**config.mk**
```make
export PLATFORM = sky130hd
export DESIGN_NAME = vga_mem_arbiter_flat
export DESIGN_NICKNAME = d
export VERILOG_FILES = /design/src/rtl/vga_mem_pkg.sv /design/src/rtl/vga_mem_arbiter_if.sv /design/src/rtl/vga_mem_starve_cnt.sv /design/src/rtl/vga_mem_arbiter.sv /design/src/flat_wrapper.sv
export SDC_FILE = /design/constraint.sdc
export NUM_CORES = 1
export LEC_CHECK = 0
export CAP_MARGIN = 20
export CORE_UTILIZATION = 25
export DETAILED_ROUTE_END_ITERATION = 10
export GPL_ROUTABILITY_DRIVEN = 0
export HOLD_SLACK_MARGIN = 0.15
export PLACE_DENSITY = 0.52
export RECOVER_POWER = 25
export SYNTH_ARGS = -nofsm -noshare
export SYNTH_HDL_FRONTEND = slang
export SYNTH_HIERARCHICAL = 1
export SYNTH_SLANG_ARGS = --single-unit
```
**constraint.sdc**
```tcl
create_clock -name clk -period 5.15 [get_ports clk]
set_input_delay 1.03 -clock clk [delete_from_list [all_inputs] [get_ports clk]]
set_output_delay 1.03 -clock clk [all_outputs]
set_load 0.02 [all_outputs]
```
**src/rtl/vga_mem_pkg.sv**
```systemverilog
// Shared definitions for the VGA / CPU frame-memory arbiter.
// Contents: default bus widths, default CPU starvation limit, FSM state
// encoding and the grant-owner encoding used by the datapath.
package vga_mem_pkg;

  localparam int ADDR_W_DEF       = 15;
  localparam int DATA_W_DEF       = 16;
  localparam int STARVE_LIMIT_DEF = 8;

  typedef enum logic [1:0] {
    IDLE      = 2'd0,
    VGA_ISSUE = 2'd1,
    CPU_ISSUE = 2'd2,
    RESP      = 2'd3
  } arb_state_e;

  // Which requester owns the access currently in flight.
  typedef enum logic {
    SEL_VGA = 1'b0,
    SEL_CPU = 1'b1
  } grant_e;

endpackage

```
**src/rtl/vga_mem_arbiter_if.sv**
```systemverilog
// Bus bundle between the pixel generator, the CPU, the arbiter and the
// single-port frame RAM.
// Modports:
//   slave  - arbiter view: takes requests and mem_rdata, drives responses
//            and the RAM command signals.
//   master - environment view: drives requests and mem_rdata, observes the
//            rest.
interface vga_mem_arbiter_if
  import vga_mem_pkg::*;
#(
  parameter int ADDR_W = ADDR_W_DEF,
  parameter int DATA_W = DATA_W_DEF
) ();

  logic              vga_req;
  logic [ADDR_W-1:0] vga_addr;
  logic [DATA_W-1:0] vga_data;
  logic              vga_valid;

  logic              cpu_req;
  logic              cpu_we;
  logic [ADDR_W-1:0] cpu_addr;
  logic [DATA_W-1:0] cpu_wdata;
  logic [DATA_W-1:0] cpu_rdata;
  logic              cpu_ack;

  logic [ADDR_W-1:0] mem_addr;
  logic              mem_we;
  logic [DATA_W-1:0] mem_wdata;
  logic [DATA_W-1:0] mem_rdata;

  modport slave (
    input  vga_req, vga_addr, cpu_req, cpu_we, cpu_addr, cpu_wdata, mem_rdata,
    output vga_data, vga_valid, cpu_rdata, cpu_ack, mem_addr, mem_we, mem_wdata
  );

  modport master (
    output vga_req, vga_addr, cpu_req, cpu_we, cpu_addr, cpu_wdata, mem_rdata,
    input  vga_data, vga_valid, cpu_rdata, cpu_ack, mem_addr, mem_we, mem_wdata
  );

endinterface

```
**src/rtl/vga_mem_starve_cnt.sv**
```systemverilog
// Saturating CPU starvation counter.
// Ports:
//   clk, reset - system clock, asynchronous active-high reset
//   inc        - CPU is requesting this cycle
//   clr        - CPU granted / being served / not requesting: restart count
//   full       - count has reached LIMIT (CPU must win the next decision)
module vga_mem_starve_cnt #(
  parameter int LIMIT = 8
) (
  input  logic clk,
  input  logic reset,
  input  logic inc,
  input  logic clr,
  output logic full
);

  localparam int CNT_W = $clog2(LIMIT + 1);
  localparam logic [CNT_W-1:0] MAX = CNT_W'(LIMIT);

  logic [CNT_W-1:0] cnt;

  // NOTE: state is updated with non-blocking assignments so every register
  // samples pre-edge values regardless of process evaluation order.
  always_ff @(posedge clk or posedge reset) begin
    if (reset) begin
      cnt <= '0;
    end else if (clr) begin
      cnt <= '0;
    end else if (inc && (cnt != MAX)) begin
      cnt <= cnt + 1'b1;
    end
  end

  assign full = (cnt == MAX);

endmodule

```
**src/rtl/vga_mem_arbiter.sv**
```systemverilog
// Two-requester arbiter for a synchronous single-port frame RAM.
// VGA has priority; the CPU is forced through once it has waited
// STARVE_LIMIT cycles. Each access is IDLE -> ISSUE -> RESP, so the
// response pulse appears two clock edges after the granting edge.
// Ports:
//   clk, reset - system clock, asynchronous active-high reset
//   bus        - slave modport of vga_mem_arbiter_if (requests, responses,
//                RAM command and read data)
module vga_mem_arbiter
  import vga_mem_pkg::*;
#(
  parameter int ADDR_W       = ADDR_W_DEF,
  parameter int DATA_W       = DATA_W_DEF,
  parameter int STARVE_LIMIT = STARVE_LIMIT_DEF
) (
  input  logic               clk,
  input  logic               reset,
  vga_mem_arbiter_if.slave   bus
);

  arb_state_e        state, next_state;
  grant_e            sel;
  logic              cpu_we_q;
  logic              vga_grant, cpu_grant;
  logic              cpu_busy, starve_clr, starve_full;

  logic [ADDR_W-1:0] mem_addr_q;
  logic              mem_we_q;
  logic [DATA_W-1:0] mem_wdata_q;
  logic [DATA_W-1:0] vga_data_q, cpu_rdata_q;
  logic              vga_valid_q, cpu_ack_q;

  // A CPU access in flight is not waiting, so the counter stays cleared
  // until the CPU is actually back in line.
  assign cpu_busy   = (state == CPU_ISSUE) || ((state == RESP) && (sel == SEL_CPU));
  assign starve_clr = !bus.cpu_req || cpu_grant || cpu_busy;

  vga_mem_starve_cnt #(
    .LIMIT (STARVE_LIMIT)
  ) u_starve (
    .clk   (clk),
    .reset (reset),
    .inc   (bus.cpu_req),
    .clr   (starve_clr),
    .full  (starve_full)
  );

  // NOTE: every output of this block gets a default first so no path leaves
  // a variable unassigned, which would otherwise infer a latch.
  always_comb begin
    next_state = state;
    vga_grant  = 1'b0;
    cpu_grant  = 1'b0;
    unique case (state)
      IDLE: begin
        if (bus.cpu_req && starve_full) begin
          cpu_grant  = 1'b1;
          next_state = CPU_ISSUE;
        end else if (bus.vga_req) begin
          vga_grant  = 1'b1;
          next_state = VGA_ISSUE;
        end else if (bus.cpu_req) begin
          cpu_grant  = 1'b1;
          next_state = CPU_ISSUE;
        end
      end
      VGA_ISSUE: next_state = RESP;
      CPU_ISSUE: next_state = RESP;
      RESP:      next_state = IDLE;
      default:   next_state = IDLE;
    endcase
  end

  always_ff @(posedge clk or posedge reset) begin
    if (reset) state <= IDLE;
    else       state <= next_state;
  end

  // Requester fields are captured into the RAM command registers on the
  // granting edge, so they are stable for the ISSUE cycle and later input
  // changes cannot disturb the access. mem_we is a one-cycle pulse.
  always_ff @(posedge clk or posedge reset) begin
    if (reset) begin
      sel         <= SEL_VGA;
      cpu_we_q    <= 1'b0;
      mem_addr_q  <= '0;
      mem_we_q    <= 1'b0;
      mem_wdata_q <= '0;
      vga_data_q  <= '0;
      cpu_rdata_q <= '0;
      vga_valid_q <= 1'b0;
      cpu_ack_q   <= 1'b0;
    end else begin
      mem_we_q    <= 1'b0;
      vga_valid_q <= 1'b0;
      cpu_ack_q   <= 1'b0;
      if (vga_grant) begin
        sel        <= SEL_VGA;
        mem_addr_q <= bus.vga_addr;
      end
      if (cpu_grant) begin
        sel         <= SEL_CPU;
        cpu_we_q    <= bus.cpu_we;
        mem_addr_q  <= bus.cpu_addr;
        mem_wdata_q <= bus.cpu_wdata;
        mem_we_q    <= bus.cpu_we;
      end
      if (state == RESP) begin
        if (sel == SEL_VGA) begin
          vga_data_q  <= bus.mem_rdata;
          vga_valid_q <= 1'b1;
        end else begin
          cpu_ack_q <= 1'b1;
          if (!cpu_we_q) cpu_rdata_q <= bus.mem_rdata;
        end
      end
    end
  end

  assign bus.mem_addr  = mem_addr_q;
  assign bus.mem_we    = mem_we_q;
  assign bus.mem_wdata = mem_wdata_q;
  assign bus.vga_data  = vga_data_q;
  assign bus.vga_valid = vga_valid_q;
  assign bus.cpu_rdata = cpu_rdata_q;
  assign bus.cpu_ack   = cpu_ack_q;

endmodule
```
**src/flat_wrapper.sv**
```systemverilog
// flat-port wrapper written by rule: the top's interface ports become plain ports
module vga_mem_arbiter_flat import vga_mem_pkg::*;
#(
  parameter int ADDR_W       = ADDR_W_DEF,
  parameter int DATA_W       = DATA_W_DEF,
  parameter int STARVE_LIMIT = STARVE_LIMIT_DEF
)
  (clk, reset, bus_vga_req, bus_vga_addr, bus_cpu_req, bus_cpu_we, bus_cpu_addr, bus_cpu_wdata, bus_mem_rdata, bus_vga_data, bus_vga_valid, bus_cpu_rdata, bus_cpu_ack, bus_mem_addr, bus_mem_we, bus_mem_wdata);
  vga_mem_arbiter_if #(.ADDR_W(ADDR_W), .DATA_W(DATA_W)) bus_i ();
  input  logic clk;
  input  logic reset;
  input wire logic [$bits(bus_i.vga_req)-1:0] bus_vga_req;
  input wire logic [$bits(bus_i.vga_addr)-1:0] bus_vga_addr;
  input wire logic [$bits(bus_i.cpu_req)-1:0] bus_cpu_req;
  input wire logic [$bits(bus_i.cpu_we)-1:0] bus_cpu_we;
  input wire logic [$bits(bus_i.cpu_addr)-1:0] bus_cpu_addr;
  input wire logic [$bits(bus_i.cpu_wdata)-1:0] bus_cpu_wdata;
  input wire logic [$bits(bus_i.mem_rdata)-1:0] bus_mem_rdata;
  output wire logic [$bits(bus_i.vga_data)-1:0] bus_vga_data;
  output wire logic [$bits(bus_i.vga_valid)-1:0] bus_vga_valid;
  output wire logic [$bits(bus_i.cpu_rdata)-1:0] bus_cpu_rdata;
  output wire logic [$bits(bus_i.cpu_ack)-1:0] bus_cpu_ack;
  output wire logic [$bits(bus_i.mem_addr)-1:0] bus_mem_addr;
  output wire logic [$bits(bus_i.mem_we)-1:0] bus_mem_we;
  output wire logic [$bits(bus_i.mem_wdata)-1:0] bus_mem_wdata;
  assign bus_i.vga_req = bus_vga_req;
  assign bus_i.vga_addr = bus_vga_addr;
  assign bus_i.cpu_req = bus_cpu_req;
  assign bus_i.cpu_we = bus_cpu_we;
  assign bus_i.cpu_addr = bus_cpu_addr;
  assign bus_i.cpu_wdata = bus_cpu_wdata;
  assign bus_i.mem_rdata = bus_mem_rdata;
  assign bus_vga_data = bus_i.vga_data;
  assign bus_vga_valid = bus_i.vga_valid;
  assign bus_cpu_rdata = bus_i.cpu_rdata;
  assign bus_cpu_ack = bus_i.cpu_ack;
  assign bus_mem_addr = bus_i.mem_addr;
  assign bus_mem_we = bus_i.mem_we;
  assign bus_mem_wdata = bus_i.mem_wdata;
  vga_mem_arbiter #(.ADDR_W(ADDR_W), .DATA_W(DATA_W), .STARVE_LIMIT(STARVE_LIMIT)) u_core (.clk(clk), .reset(reset), .bus(bus_i));
endmodule
```
==> results.yml, run 1 <==
run_status:
  status: "complete, but fails checks"
  violations: "capacitance limit, slew limit"
final_layout:
  seq_area_sq_mm: 0.00185
  nNetsFinal: 450
  diodes: 0
  nFillCells: 1200
  fin_area_sq_mm: 0.00496
  post-route-util: 0.405
  syn2layout_area_growth_pct: 55.1
  drive_above_1_share: 0.185
  multi_input_area_sq_mm: 0.00121
route:
  drt_iter0_drc: 111
  avgViaCountPerCell: 4.45
  vias: 2450
  firstDrtPassIters: 4
  ant_nets: 0
  routed_wl_um: 8040
  remaining_drc_errors: 0
  wire_per_inst_um: 14.6
power:
  vdd_drop_max_v: 0.000217
  p_per_area_mw_per_mm2: 626
  p_leak_uw: 0.00201
logic_synthesis:
  synth_cell_type_count: 27
  yosys_warnings: 6
  yosysTopAreaCell: "dfrtp_1"
  synth_nets: 321
  synthCells: 249
  mappedNetlistArea_sq_mm: 0.00320
  ys_seq_area_frac: 0.578
  synth_top_area_share: 0.578
  syn_avg_cell_area_sq_um: 12.9
  netlist_top_cells_area: "dfrtp_1, mux2_2, o2111ai_1"
  yosys_register_bits: 74
clocking:
  cts_root_buffer: "clkbuf_16"
  cts_hold_buffers: 0
  cts.sinks: 74
  path_clk_slew_ns: 0.06
  cts_buffers: 9
  post_cts_buffers: 0
  cts_tree: "yes"
  htree_num_levels: 3
  clock_latency_ns: 0.32
  clock_tree.buffer_depth: 2
  cts.repair.resized: 0
global_routing:
  grt_first_pass_wirelength_um: 13100
  grt_overflow: 0
  grt_max_degree: 36
  grt_pass1_vias: 2483
  antenna_found_initial: 0
  grtUsageTotal: 0.128
sta:
  fin_worst_skew_ns: 0.00937
  final_max_slew_viol_count: 36
  period_needed_ns: 3.50
  fin_tns_setup_ns: 0
  worst_pin_slew_ns: 1.92
  setup_violations: 0
  rsz0062_at_grt: "false"
  hold_violations: 0
  fmax_ghz: 0.285
  min_period_over_period: 0.680
  slew_headroom: -0.282
  fin_ws_ns: 1.65
worst_setup_path:
  crit_path_end_kind: "async pin"
  crit_chain: "dlygate4sd3_1 -> inv_1 -> clkbuf_1"
  r2r-end: "u_core/u_starve/cnt[1]$_DFFE_PP0P_"
  ff2ff_path_depth: 10
  worstReg2RegStart: "u_core/u_starve/cnt[0]$_DFFE_PP0P_"
  crit_required_ns: 5.20
  slowest_delay_ns: 1.44
  r2r_slack_ns: 2.65
  cp_max_fo: 35
  crit_type: "input port to async pin"
  arrival_ns: 3.56
  cp_top_family: "buffers and inverters"
  worstSetupStartpointType: "input port"
  path_buf_inv: 3
  cp_slowest_cell: "clkbuf_1"
hold_path:
  whs_path_depth: 1
  min_path_type: "register to register"
  hold_end: "u_core/bus.vga_data[9]$_DFFE_PP0P_"
  min_from: "u_core/bus.vga_data[9]$_DFFE_PP0P_"
placed_design:
  dp_hpwl_um: 5670
  pre_cts_slack_ns: 1.70
  io_buffers: 132
  place_area_sq_mm: 0.00466
run:
  maxCapViolCount: 1
die:
  io_pins: 133
  die_area_sq_mm: 0.0133
  dieHeight_um: 115
  rows: 40
  initial_utilization: 0.261
  die_w_um: 115
  coreArea_sq_mm: 0.0123
worst register-to-register path, stage by stage (launching register included):
cell and delay (ns):
dfrtp_1 0.40, inv_1 0.07, ha_1 0.19, nand2_1 0.09, nor2_1 0.05, buf_4 0.21, nor2b_4 0.39, nor2_8 0.15
or4_4 0.54, nand2b_1 0.16, mux2i_1 0.15
report_power, final:
| group | total [uW] | switching [uW] | leakage [uW] | internal [uW] |
|---|---|---|---|---|
| combinational | 1430 | 689 | 0.000982 | 744 |
| clock | 669 | 243 | 0.000153 | 426 |
| sequential | 1010 | 144 | 0.000874 | 862 |
cell families after synthesis:
kind of cell             share of synthesized area
flip-flops                                   0.578
AO/OA/AOI/OAI                                0.110
multiplexers                                 0.181
AND/OR/NAND/NOR                             0.0633
buffers and inverters                       0.0449
adder cells (fa/ha/maj)                     0.0195
XOR/XNOR                                   0.00274
synthesized netlist by cell type (all sizes together):
cell,n
nand2b,4
xor2,1
ha,5
inv,10
or3b,1
nand2,7
and2,2
o21ai,18
a31oi,15
buf,13
o21a,2
mux2,50
nor2b,1
clkbuf,4
dfrtp,74
a21oi,3
nand4,1
o22ai,1
or4,1
nor2,20
o2111ai,15
mux2i,1
sequential cells by signal, summed over array words and instances, names as in the netlist:
| signal | cells |
|---|---|
| u_core/bus.cpu_ack | 1 |
| u_core/bus.cpu_rdata | 16 |
| u_core/bus.mem_addr | 15 |
| u_core/bus.mem_wdata | 16 |
| u_core/bus.mem_we | 1 |
| u_core/bus.vga_data | 16 |
| u_core/bus.vga_valid | 1 |
| u_core/cpu_we_q | 1 |
| u_core/sel | 1 |
| u_core/state | 2 |
| u_core/u_starve/cnt | 4 |
layer usage:
| layer | wire (um) | track usage | part of all wire |
|---|---|---|---|
| met5 | 0 | 0 | 0 |
| met4 | 76 | 0.0494 | 0.0095 |
| met3 | 544 | 0.0406 | 0.068 |
| met2 | 3880 | 0.197 | 0.48 |
| met1 | 3540 | 0.169 | 0.44 |
cell usage in the layout, fill, tap and decap left out, types with 2 or more instances in the layout:
| cell type | netlist | routed |
|---|---|---|
| a21oi_1 | 3 | 3 |
| a31oi_1 | 15 | 15 |
| buf_4 | 0 | 2 |
| bufinv_16 | 0 | 2 |
| clkbuf_1 | 3 | 2 |
| clkbuf_16 | 0 | 9 |
| clkdlybuf4s50_1 | 0 | 131 |
| dfrtp_1 | 74 | 74 |
| ha_1 | 5 | 5 |
| inv_1 | 10 | 10 |
| mux2_2 | 48 | 48 |
| mux2_4 | 2 | 2 |
| nand2_1 | 6 | 6 |
| nand2b_1 | 4 | 4 |
| nor2_1 | 19 | 19 |
| o2111ai_1 | 15 | 15 |
| o21a_1 | 2 | 2 |
| o21ai_0 | 18 | 18 |
per-stage QoR:
step / total power, uW / instances / hold slack, ns
floorplan: 1790 / 249 / 0.471
global placement: 2450 / 534 / 0.483
detailed placement: 2470 / 535 / 0.487
CTS: 3160 / 551 / 0.505
global route: 3310 / 551 / 0.509
finish: 3110 / 551 / 0.501
layout make-up:
type | count | area share
clock buffer | 10 | 0.0461
sequential | 74 | 0.373
inverter | 10 | 0.00756
tap | 168 | 0.0423
multi-input combinational | 148 | 0.243
clock inverter | 6 | 0.0181
timing repair buffer | 135 | 0.270
worst max path at each step:
stage                      startpoint                                   to  slack [ns]  cells after the start
after floorplan                 reset         u_core/bus.cpu_ack$_DFF_PP0_        2.35                      1
after global placement    bus_cpu_req   u_core/u_starve/cnt[0]$_DFFE_PP0P_        1.73                      6
after detailed placement  bus_cpu_req   u_core/u_starve/cnt[1]$_DFFE_PP0P_        1.70                      6
after CTS                 bus_cpu_req   u_core/u_starve/cnt[1]$_DFFE_PP0P_        2.04                      6
after global routing            reset  u_core/bus.mem_wdata[8]$_DFFE_PP0P_        1.12                      3
final                           reset  u_core/bus.cpu_rdata[0]$_DFFE_PP0P_        1.65                      3
No activity file was read; power rests on OpenSTA's default activity.
==> inputs of run 2 (changes only) <==
- clock period: 5.15 -> 3.3 ns (I/O delays scaled with it)
==> run 2 against run 1 <==
The run now ends clean. Clock power is 61% higher. Final cell count is 0.54% higher. Non-clock buffer count rose by 3. Critical endpoint is now u_core/u_starve/cnt[1]$_DFFE_PP0P_.
==> results.yml, run 2 (synthesis gave the netlist of run 1 again) <==
route:
  wire_per_inst_um: 14.4
  avgViaCountPerCell: 4.41
  drt_iter0_drc: 114
  firstDrtPassIters: 4
  remaining_drc_errors: 0
  ant_nets: 0
  vias: 2442
  routed_wl_um: 7990
final_layout:
  fin_area_sq_mm: 0.00502
  diodes: 0
  mostFrequentLayoutCells: "clkdlybuf4s50_1, dfrtp_1, mux2_2, nor2_1, o21ai_0"
  layout_commonest_cell: "clkdlybuf4s50_1"
  post-route-util: 0.410
  syn2layout_area_growth_pct: 56.9
  nNetsFinal: 453
  drive_above_1_share: 0.197
sta:
  min_period_over_period: 0.730
  setup_violations: 0
  fin_tns_setup_ns: 0
  rsz0062_at_grt: "false"
  period_needed_ns: 2.41
  fmax_ghz: 0.415
  fin_worst_skew_ns: 0.00550
  final_max_slew_viol_count: 0
  worst_pin_slew_ns: 1.29
  hold_violations: 0
  slew_headroom: 0.136
  whs_ns: 0.498
die:
  rows: 40
  die_area_sq_mm: 0.0133
  io_pins: 133
  die_w_um: 115
  initial_utilization: 0.261
  coreArea_sq_mm: 0.0123
  dieHeight_um: 115
clocking:
  clock_latency_ns: 0.33
  cts_root_buffer: "clkbuf_16"
  cts_buffers: 9
  htree_num_levels: 3
  cts_tree: "yes"
  clock_tree.buffer_depth: 2
  path_clk_slew_ns: 0.06
  cts.repair.resized: 0
  cts.sinks: 74
  cts_hold_buffers: 0
  post_cts_buffers: 0
worst_setup_path:
  slowest_delay_ns: 0.52
  crit_type: "register to register"
  worstSetupStartpointType: "register"
  crit_required_ns: 3.54
  worstReg2RegStart: "u_core/u_starve/cnt[0]$_DFFE_PP0P_"
  cp_top_family: "simple AND/OR/NAND/NOR gates"
  cp_max_fo: 18
  startpoint: "u_core/u_starve/cnt[0]$_DFFE_PP0P_"
  cp_slowest_cell: "or4_4"
  crit_chain: "inv_1 -> ha_1 -> nand2_1 -> nor2_1 -> buf_4 -> nor2b_4 -> nor2_8 -> or4_4 -> nand2b_1 -> mux2i_1"
  arrival_ns: 2.65
  crit_path_end_kind: "register"
  path_buf_inv: 2
run:
  maxCapViolCount: 0
global_routing:
  grt_overflow: 0
  grt_max_degree: 40
  antenna_found_initial: 0
  grtUsageTotal: 0.128
  grt_pass1_vias: 2609
  grt_first_pass_wirelength_um: 13000
placed_design:
  io_buffers: 132
  place_area_sq_mm: 0.00468
  dp_hpwl_um: 5690
power:
  seqPwrFrac: 0.319
  swShare: 0.344
  power.total_uw: 4920
  p_per_area_mw_per_mm2: 980
  clock_power_share: 0.220
  p_leak_uw: 0.00204
  pwr-share-comb: 0.461
  switching_power_uw: 1690
  internal-power_uw: 3230
  vdd_drop_max_v: 0.000448
run_status:
  status: "complete, no violations"
hold_path:
  min_from: "u_core/cpu_we_q$_DFFE_PP0P_"
  min_path_type: "register to register"
[run 2: cell type report]
| type | count | area, sq um |
|---|---|---|
| clock buffers | 11 | 253 |
| repair buffers | 138 | 1380 |
| inverters | 10 | 37.5 |
| fillers | 1196 | 7240 |
| clock inverters | 5 | 85.1 |
| multi-input cells | 148 | 1210 |
| well taps | 168 | 210 |
| flip-flops and latches | 74 | 1850 |
[run 2: routing by layer]
layer,GRT usage,up-vias,wire [um]
li1,-,1159,-
met2,0.200,83,3730
met4,0.0623,0,138
met1,0.163,1189,3560
met3,0.0374,11,559
met5,0,-,0
[run 2: final timing paths]
check	to	depth (start not counted)	slack, ns
max	u_core/u_starve/cnt[1]$_DFFE_PP0P_	10	0.89
min	u_core/cpu_we_q$_DFFE_PP0P_	1	0.50
max reg2reg	u_core/u_starve/cnt[1]$_DFFE_PP0P_	10	0.89
min reg2reg	u_core/cpu_we_q$_DFFE_PP0P_	1	0.50
max in group asynchronous	u_core/bus.cpu_rdata[0]$_DFFE_PP0P_	3	1.32
min in group asynchronous	u_core/u_starve/cnt[0]$_DFFE_PP0P_	2	0.68
[run 2: through the flow]
step	setup WS, ns	std cells
after floorplan	0.872	249
after global placement	0.755	538
after detailed placement	0.668	538
after CTS	0.906	554
after global routing	0.739	554
final	0.892	554
[run 2: power groups by stage]
stage / combinational (uW) / clock [uW] / sequential, uW
global placement: 2280 / 0 / 1570
CTS: 2300 / 1120 / 1570
floorplan: 738 / 0 / 2060
global route: 2430 / 1160 / 1630
detailed placement: 2300 / 0 / 1580
finish: 2270 / 1080 / 1570
==> inputs of run 3 (changes only) <==
- PLACE_DENSITY: 0.52 -> 0.53
- clock period: 3.3 -> 1.95 ns (I/O delays scaled with it)
==> run 3 against run 2 <==
Non-clock buffer count up 11. Utilization increased by 0.61 points. Routed wire length fell by 0.18%. Final cell count rose by 1.8%. Worst hold slack got worse by 0.044 ns. Clock-buffer cell count did not move. Global-route usage is 0.13 points lower. Total power up 68%. First-iteration DRC count decreased by 73%. Register-to-register slack lost 0.76 ns. Sequential share of layout area shrank 0.54 points. Critical path depth is 1 lower. Critical path type unchanged. Critical endpoint unchanged.
==> results.yml, run 3 (synthesis gave the netlist of run 1 again) <==
run_status:
  status: "complete, no violations"
worst_setup_path:
  arrival_ns: 2.07
  r2r-end: "u_core/u_starve/cnt[1]$_DFFE_PP0P_"
  r2r_slack_ns: 0.13
  worstReg2RegStart: "u_core/u_starve/cnt[0]$_DFFE_PP0P_"
  ff2ff_path_depth: 9
  startpoint: "u_core/u_starve/cnt[0]$_DFFE_PP0P_"
  crit_required_ns: 2.20
  crit_type: "register to register"
  worstSetupStartpointType: "register"
  cp_max_fo: 5
  slowest_delay_ns: 0.54
  crit_chain: "inv_1 -> ha_2 -> nand2_2 -> nor2_2 -> nor2b_4 -> nor2_8 -> or4_4 -> nand2b_4 -> mux2i_1"
  crit_path_end_kind: "register"
  crit_end: "u_core/u_starve/cnt[1]$_DFFE_PP0P_"
  cp_slowest_cell: "or4_4"
final_layout:
  drive_above_1_share: 0.230
  diodes: 0
  syn2layout_area_growth_pct: 59.2
  finalNonFillerCells: 564
  seq_area_sq_mm: 0.00185
  fin_area_sq_mm: 0.00510
  layout_commonest_cell: "clkdlybuf4s50_1"
  nFillCells: 1214
  nNetsFinal: 464
  mostFrequentLayoutCells: "clkdlybuf4s50_1, dfrtp_1, mux2_2, o21ai_0, nor2_1"
  multi_input_area_sq_mm: 0.00122
die:
  die_w_um: 115
  coreArea_sq_mm: 0.0123
  dieHeight_um: 115
  initial_utilization: 0.261
  io_pins: 133
  die_area_sq_mm: 0.0133
  rows: 40
placed_design:
  dp_cells: 549
  pre_cts_slack_ns: -0.108
  place_area_sq_mm: 0.00480
  io_buffers: 132
  dp_hpwl_um: 5620
power:
  seqPwrFrac: 0.319
  swShare: 0.345
  p_per_area_mw_per_mm2: 1620
  switching_power_uw: 2850
  clock_power_share: 0.202
  internal-power_uw: 5410
  power.total_uw: 8260
  p_leak_uw: 0.00209
  vdd_drop_max_v: 0.000664
  pwr-share-comb: 0.479
sta:
  hold_violations: 0
  final_max_slew_viol_count: 0
  whs_ns: 0.453
  fin_worst_skew_ns: 0.00453
  setup_violations: 0
  slew_headroom: 0.311
  fin_ws_ns: 0.128
  rsz0062_at_grt: "false"
  worst_pin_slew_ns: 1.03
  min_period_over_period: 0.934
  fmax_ghz: 0.549
  period_needed_ns: 1.82
global_routing:
  grt_pass1_vias: 2552
  grt_overflow: 0
  grt_first_pass_wirelength_um: 12800
  grtUsageTotal: 0.127
  grt_max_degree: 43
  antenna_found_initial: 0
clocking:
  cts.sinks: 74
  post_cts_buffers: 0
  cts_buffers: 9
  htree_num_levels: 3
  clock_latency_ns: 0.33
  path_clk_slew_ns: 0.06
  cts_root_buffer: "clkbuf_16"
  cts_tree: "yes"
  clock_tree.buffer_depth: 2
route:
  avgViaCountPerCell: 4.42
  firstDrtPassIters: 4
  drt_iter0_drc: 31
  ant_nets: 0
  remaining_drc_errors: 0
  vias: 2491
  wire_per_inst_um: 14.1
  routed_wl_um: 7980
hold_path:
  min_path_type: "input port to async pin"
run:
  maxCapViolCount: 0
-- run 3: cell type report --
cell class,instances,share of cell area
clock buffers,11,0.0496
clock inverters,4,0.0101
inverters,10,0.00810
multi-input cells,148,0.240
flip-flops and latches,74,0.363
well taps,168,0.0412
repair buffers,149,0.288
-- run 3: through the flow --
stage | util | TNS (ns)
2_1_floorplan | - | -0.0271
3_3_place_gp | 0.391 | -0.955
3_5_place_dp | 0.391 | -1.23
4_1_cts | 0.416 | 0
5_1_grt | 0.416 | 0
6_report | 0.416 | 0
-- run 3: layer usage --
layer | up-vias | wire [um] | track usage
li1 | 1183 | - | -
met1 | 1209 | 3550 | 0.164
met2 | 85 | 3680 | 0.193
met3 | 14 | 604 | 0.0385
met4 | 0 | 143 | 0.0632
met5 | - | 0 | 0
-- run 3: power by group through the flow --
stage / logic (uW) / clock network, uW / registers (uW)
2_1_floorplan: 1250 / 0 / 3490
5_1_grt: 4240 / 1810 / 2730
3_3_place_gp: 3960 / 0 / 2640
4_1_cts: 4000 / 1730 / 2650
3_5_place_dp: 3990 / 0 / 2660
6_report: 3960 / 1670 / 2630
-- run 3: how the worst min path moves through the flow --
stage,end,slack [ns],cells past startpoint
global route,u_core/u_starve/cnt[1]$_DFFE_PP0P_,0.45,2
global placement,u_core/cpu_we_q$_DFFE_PP0P_,0.48,1
floorplan,u_core/u_starve/cnt[0]$_DFFE_PP0P_,0.16,1
detailed placement,u_core/bus.vga_data[13]$_DFFE_PP0P_,0.49,1
CTS,u_core/u_starve/cnt[0]$_DFFE_PP0P_,0.32,2
finish,u_core/u_starve/cnt[1]$_DFFE_PP0P_,0.45,2
-- run 3: worst max-delay path, delay by kind of cell (launching register included) --
kind	cells	cell delay [ns]
adder cells (fa/ha/maj)	1	0.18
buffers and inverters	1	0.06
flip-flops	1	0.35
multiplexers	1	0.12
AND/OR/NAND/NOR	6	1.03
-- run 3: timing repair --
| item | in CTS | in global routing |
|---|---|---|
| setup endpoints to repair | 0 | 11 |
| resized for setup | 0 | 4 |
| hold buffers | 0 | 0 |
